$ cat src/rtl/multicycle_control_fsm.sv
// Multicycle control unit: sequences the shared datapath over 3-5 cycles
// per instruction, holds NZCV and predicates all architectural writes.
module multicycle_control_fsm #(
    parameter logic [3:0] RESET_FLAGS = 4'b0000
) (
    input  logic       clk,
    input  logic       rst_n,
    input  logic [3:0] Cond,
    input  logic [1:0] Op,
    input  logic [5:0] Funct,
    input  logic [3:0] Rd,
    input  logic [3:0] ALUFlags,
    output logic       PCWrite,
    output logic       AdrSrc,
    output logic       IRWrite,
    output logic       MemW,
    output logic       RegW,
    output logic [1:0] ResultSrc,
    output logic       ALUSrcA,
    output logic [1:0] ALUSrcB,
    output logic [1:0] ImmSrc,
    output logic [1:0] RegSrc,
    output logic [2:0] ALUControl,
    output logic [3:0] State
);

    typedef enum logic [3:0] {
        FETCH  = 4'd0,
        DECODE = 4'd1,
        MEMADR = 4'd2,
        MEMRD  = 4'd3,
        MEMWB  = 4'd4,
        MEMWR  = 4'd5,
        EXECR  = 4'd6,
        EXECI  = 4'd7,
        ALUWB  = 4'd8,
        BRANCH = 4'd9
    } state_t;

    state_t     state_q;
    state_t     state_d;
    logic [3:0] flags_q;
    logic [3:0] cmd;
    logic       n, z, c, v;
    logic       cond_ex;
    logic       no_write;
    logic       arith;
    logic       flag_upd;
    logic [2:0] alu_dec;

    assign cmd          = Funct[4:1];
    assign {n, z, c, v} = flags_q;
    assign State        = state_q;

    always_comb begin
        cond_ex = 1'b0;
        case (Cond)
            4'b0000: cond_ex = z;
            4'b0001: cond_ex = ~z;
            4'b0010: cond_ex = c;
            4'b0011: cond_ex = ~c;
            4'b0100: cond_ex = n;
            4'b0101: cond_ex = ~n;
            4'b0110: cond_ex = v;
            4'b0111: cond_ex = ~v;
            4'b1000: cond_ex = c & ~z;
            4'b1001: cond_ex = ~c | z;
            4'b1010: cond_ex = (n == v);
            4'b1011: cond_ex = (n != v);
            4'b1100: cond_ex = ~z & (n == v);
            4'b1101: cond_ex = z | (n != v);
            4'b1110: cond_ex = 1'b1;
            default: cond_ex = 1'b0;
        endcase
    end

    // Unsupported data-processing commands execute as a harmless ADD
    // with no register write.
    always_comb begin
        alu_dec  = 3'b000;
        no_write = 1'b1;
        case (cmd)
            4'b0100: begin alu_dec = 3'b000; no_write = 1'b0; end
            4'b0010: begin alu_dec = 3'b001; no_write = 1'b0; end
            4'b0000: begin alu_dec = 3'b010; no_write = 1'b0; end
            4'b1100: begin alu_dec = 3'b011; no_write = 1'b0; end
            4'b1010: begin alu_dec = 3'b001; no_write = 1'b1; end
            default: begin alu_dec = 3'b000; no_write = 1'b1; end
        endcase
    end

    assign arith    = (cmd == 4'b0100) | (cmd == 4'b0010) | (cmd == 4'b1010);
    assign flag_upd = ((state_q == EXECR) | (state_q == EXECI))
                    & Funct[0] & cond_ex;

    always_ff @(posedge clk or negedge rst_n) begin
        if (!rst_n) begin
            flags_q <= RESET_FLAGS;
        end else if (flag_upd) begin
            flags_q[3:2] <= ALUFlags[3:2];
            if (arith) begin
                flags_q[1:0] <= ALUFlags[1:0];
            end
        end
    end

    always_ff @(posedge clk or negedge rst_n) begin
        if (!rst_n) begin
            state_q <= FETCH;
        end else begin
            state_q <= state_d;
        end
    end

    always_comb begin
        state_d    = FETCH;
        PCWrite    = 1'b0;
        AdrSrc     = 1'b0;
        IRWrite    = 1'b0;
        MemW       = 1'b0;
        RegW       = 1'b0;
        ResultSrc  = 2'b00;
        ALUSrcA    = 1'b0;
        ALUSrcB    = 2'b00;
        ImmSrc     = 2'b00;
        RegSrc     = 2'b00;
        ALUControl = 3'b000;
        case (state_q)
            FETCH: begin
                state_d   = DECODE;
                IRWrite   = 1'b1;
                PCWrite   = 1'b1;
                ALUSrcA   = 1'b1;
                ALUSrcB   = 2'b10;
                ResultSrc = 2'b10;
            end
            DECODE: begin
                ALUSrcA   = 1'b1;
                ALUSrcB   = 2'b10;
                ResultSrc = 2'b10;
                case (Op)
                    2'b01:   state_d = MEMADR;
                    2'b00:   state_d = Funct[5] ? EXECI : EXECR;
                    2'b10:   state_d = BRANCH;
                    default: state_d = FETCH;
                endcase
                if (Op == 2'b10) begin
                    RegSrc = 2'b01;
                end else if (Op == 2'b01 && !Funct[0]) begin
                    RegSrc = 2'b10;
                end
            end
            MEMADR: begin
                state_d    = Funct[0] ? MEMRD : MEMWR;
                ALUSrcB    = 2'b01;
                ImmSrc     = 2'b01;
                ALUControl = Funct[3] ? 3'b000 : 3'b001;
            end
            MEMRD: begin
                state_d = MEMWB;
                AdrSrc  = 1'b1;
            end
            MEMWB: begin
                ResultSrc = 2'b01;
                RegW      = cond_ex;
            end
            MEMWR: begin
                AdrSrc = 1'b1;
                MemW   = cond_ex;
                RegSrc = 2'b10;
            end
            EXECR: begin
                state_d    = ALUWB;
                ALUControl = alu_dec;
            end
            EXECI: begin
                state_d    = ALUWB;
                ALUSrcB    = 2'b01;
                ALUControl = alu_dec;
            end
            ALUWB: begin
                RegW    = cond_ex & ~no_write;
                PCWrite = cond_ex & (Rd == 4'hF) & ~no_write;
            end
            BRANCH: begin
                ALUSrcB   = 2'b01;
                ImmSrc    = 2'b10;
                ResultSrc = 2'b10;
                RegSrc    = 2'b01;
                PCWrite   = cond_ex;
            end
            default: state_d = FETCH;
        endcase
    end

endmodule

$ cat config.mk
export PLATFORM = sky130hd
export DESIGN_NAME = multicycle_control_fsm
export DESIGN_NICKNAME = d
export VERILOG_FILES = /design/src/rtl/multicycle_control_fsm.sv
export SDC_FILE = /design/constraint.sdc
export NUM_CORES = 1
export LEC_CHECK = 0
export ABC_AREA = 1
export BUFFER_PORTS_ARGS = -buffer_cell sky130_fd_sc_hd__buf_2
export CAP_MARGIN = 25
export CORE_AREA = 2 2 48 54
export DETAILED_ROUTE_END_ITERATION = 6
export DIE_AREA = 0 0 50 56
export GPL_TIMING_DRIVEN = 0
export PLACE_DENSITY_LB_ADDON = 0.05
export SLEW_MARGIN = 20
export SYNTH_ARGS = -nofsm -noshare
export SYNTH_HDL_FRONTEND = slang
export SYNTH_SLANG_ARGS = --single-unit
$ cat constraint.sdc
create_clock -name clk -period 1.2 [get_ports clk]
set_input_delay 0.18 -clock clk [delete_from_list [all_inputs] [get_ports clk]]
set_output_delay 0.18 -clock clk [all_outputs]
set_load 0.02 [all_outputs]
==> run_results.csv <==
group,metric,value,unit
clocking,cts_tree,"yes",
worst_setup_path,critPathCaptureType,"output port",
pwr,power_switching,1.73,mW
clocking,cts_root_buffer,"clkbuf_4",
floorplanning,fp-row-count,18,
sta,fin_crit,1.84,ns
yosys,netlist_area,798,sq um
routing,drcViolationCount,0,
routing,top_layer,"met4",
pwr,p_leak,0.811,nW
pwr,comb_power_share,78.0,%
routing,vias,1162,
floorplanning,initial_core_util,35.8,%
sta,hold_viol,0,
flow_run,cap_violations,0,
final_layout,drive_gt1_share,61.7,%
outcome,status,"finished, violations left",
place,dp_hpwl,1.90,mm
yosys,ys_top_cells_by_area,"dfrtp_1, nand2_1, nor2_1, nand3_1, inv_1",
clocking,cts_buffers,3,
global_routing,grt_pass1_vias,1071,
yosys,yosysSeqAreaShare,25.1,%
yosys,yosys_warnings,0,
place,io_buffers,41,
floorplanning,core-area,0.00223,sq mm
yosys,synthesis.nets,163,
outcome,violations,"setup timing",
sta,drv_slew,0,
place,place_congestion,0.721,
worst_setup_path,cp_common_cell,"inv_2",
floorplanning,die_area,0.00280,sq mm
pwr,p_int,1.74,mW
sta,setup_slack,-0.640,ns
worst_setup_path,slowest_stage,"dfrtp_2",
pwr,powerDensity,2190,mW/mm^2
yosys,synth_edf_count,0,
sta,max_freq,0.543,GHz
routing,wl_met1,1.13,mm
clocking,htreeDepth,1,
pwr,seq_power_share,15.5,%
yosys,synthCells,141,
worst_setup_path,required,1.02,ns
routing,ant_nets,0,
global_routing,grt_first_pass_wirelength,4.39,mm
yosys,ys_ff_latch,8,
worst_setup_path,cp_max_fo,4,
clocking,clk_pin_slew_worst_paths,0.06,ns
yosys,async_flop_share,100,%
worst_setup_path,worstSetupPathType,"reg2out",
clocking,ctsLongestPathBuffers,2,
pwr,peakVddDrop,2.33,mV
yosys,netlist.area_leader.share,25.1,%
global_routing,grt_max_degree,9,
floorplanning,io-pin-count,43,
clocking,clk_latency,0.26,ns
final_layout,antenna_cells,0,
floorplanning,die_height,56,um
final_layout,fin_nets,229,
routing,via_per_inst,4.92,
routing,first_pass_iters,4,
worst_setup_path,path_buf_inv,4,
sta,period_share,153,%
pwr,p_clk_share,6.5,%
worst_setup_path,crit_chain,"inv_2 -> nor2_4 -> inv_2 -> nor2_2 -> inv_2 -> or2_4 -> o21ai_4 -> buf_6",
routing,wl_met3,163,um
final_layout,area_growth,98.4,%
yosys,synth_top_cells_by_count,"nand2_1, nor2_1, inv_1, nand3_1, dfrtp_1",
routing,wl_per_cell,12.8,um
sta,rsz0062_at_grt,"yes",
yosys,synth_cell_types,22,
worst_setup_path,cpPeakStageDelay,0.44,ns
yosys,avgSynthCellArea,5.66,sq um
hold_path,hp-class,"in2reg",
worst_setup_path,crit_family,"simple AND/OR/NAND/NOR gates",
pwr,finalPower,3.48,mW
worst_setup_path,arrival,1.66,ns
routing,drtIter0Drc,7,
global_routing,grt_overflow_total,0,
global_routing,grt_usage,19.6,%
sta,setup-violations-final,25,
routing,wl_met2,1.69,mm
yosys,synth_top_area_cell,"dfrtp_1",
clocking,cts_sinks,8,
yosys,synth_most_common_cell,"nand2_1",
sta,whs,0.163,ns
routing,totalWireLength,3.02,mm
pwr,swShare,49.9,%
yosys,yosys_most_used_dff,"dfrtp_1",
global_routing,antenna_found_initial,0,
sta,clock_skew,0.00865,ns
worst_setup_path,critPathLaunchType,"flip-flop",
floorplanning,die_w,50,um
[tightest hold or removal path: cells and delay by family]
kind | cells | cell delay (ns)
simple gates | 2 | 0.12
buf+inv | 1 | 0.08
[state kept, by name (all words and copies together), names as in the netlist]
name / count
flags_q: 4
State: 4
[power groups by stage]
stage	clock network, mW	logic [mW]	registers, mW
after global routing	0.244	2.90	0.551
after floorplan	0	1.13	0.548
after CTS	0.228	2.12	0.514
final	0.226	2.71	0.540
after global placement	0	1.63	0.508
after detailed placement	0	1.64	0.513
[final timing paths]
path | startpoint | cells after the start | end | slack (ns)
hold / removal | ALUFlags[2] | 3 | flags_q[2]$_DFFE_PN0P_ | 0.16
hold reg to reg | flags_q[1]$_DFFE_PN0P_ | 2 | flags_q[1]$_DFFE_PN0P_ | 0.52
max in group asynchronous | rst_n | 2 | flags_q[3]$_DFFE_PN0P_ | 0.70
min in group asynchronous | rst_n | 2 | State[1]$_DFF_PN0_ | 0.30
setup reg to reg | flags_q[3]$_DFFE_PN0P_ | 11 | flags_q[1]$_DFFE_PN0P_ | -0.28
setup / recovery | State[0]$_DFF_PN0_ | 8 | RegSrc[1] | -0.64
[placed cells by master, fill, tap and decap left out, drive strengths merged]
| cell type | netlist | layout |
|---|---|---|
| conb | 1 | 1 |
| nand3 | 15 | 15 |
| nand4 | 4 | 4 |
| dfrtp | 8 | 8 |
| a21oi | 5 | 5 |
| nand3b | 2 | 2 |
| o21bai | 1 | 1 |
| nand2 | 43 | 43 |
| inv | 23 | 23 |
| dlygate4sd3 | 0 | 1 |
| nor3 | 2 | 2 |
| nor2 | 24 | 24 |
| o21ai | 10 | 10 |
| buf | 2 | 62 |
| clkbuf | 0 | 4 |
| or2 | 1 | 1 |
[metal layers]
layer	track usage, %	vias to the layer above
li1	-	577
met3	3.23	6
met5	0	-
met2	37.2	37
met1	22.0	542
met4	4.76	0
[final cells by class]
| type | count | area, sq um |
|---|---|---|
| clock buffers | 4 | 26.3 |
| fillers | 182 | 646 |
| repair buffers | 62 | 498 |
| inverters | 23 | 93.8 |
| well taps | 30 | 37.5 |
| multi-input cells | 108 | 714 |
| plain buffers | 1 | 7.51 |
| flip-flops and latches | 8 | 206 |
[cell families after synthesis]
family | Yosys count | synth area share, %
AO/OA/AOI/OAI | 16 | 11.3
flip-flops | 8 | 25.1
buffers and inverters | 25 | 12.4
AND/OR/NAND/NOR | 91 | 50.8
other | 1 | 0.470
[through the flow]
stage | setup slack, ns | area [sq um] | std cells | util (%) | TNS (ns)
3_5_place_dp | -0.402 | 1160 | 212 | 52.1 | -3.57
4_1_cts | -0.531 | 1380 | 229 | 61.8 | -6.90
6_report | -0.640 | 1580 | 236 | 71.0 | -8.24
2_1_floorplan | -0.279 | 918 | 141 | - | -2.02
5_1_grt | -0.784 | 1580 | 236 | 71.0 | -10.12
3_3_place_gp | -0.368 | 1160 | 212 | 52.1 | -3.36
[what timing repair did]
item / CTS / global route
endpoints found under the hold margin: 8 / 0
setup buffers: 13 / 9
resized for setup: 34 / 50
endpoints found under the setup margin: 23 / 25
cloned: 0 / 0
hold buffers: 1 / 0
pin swaps: 15 / 16
No activity file was read; power rests on OpenSTA's default activity.
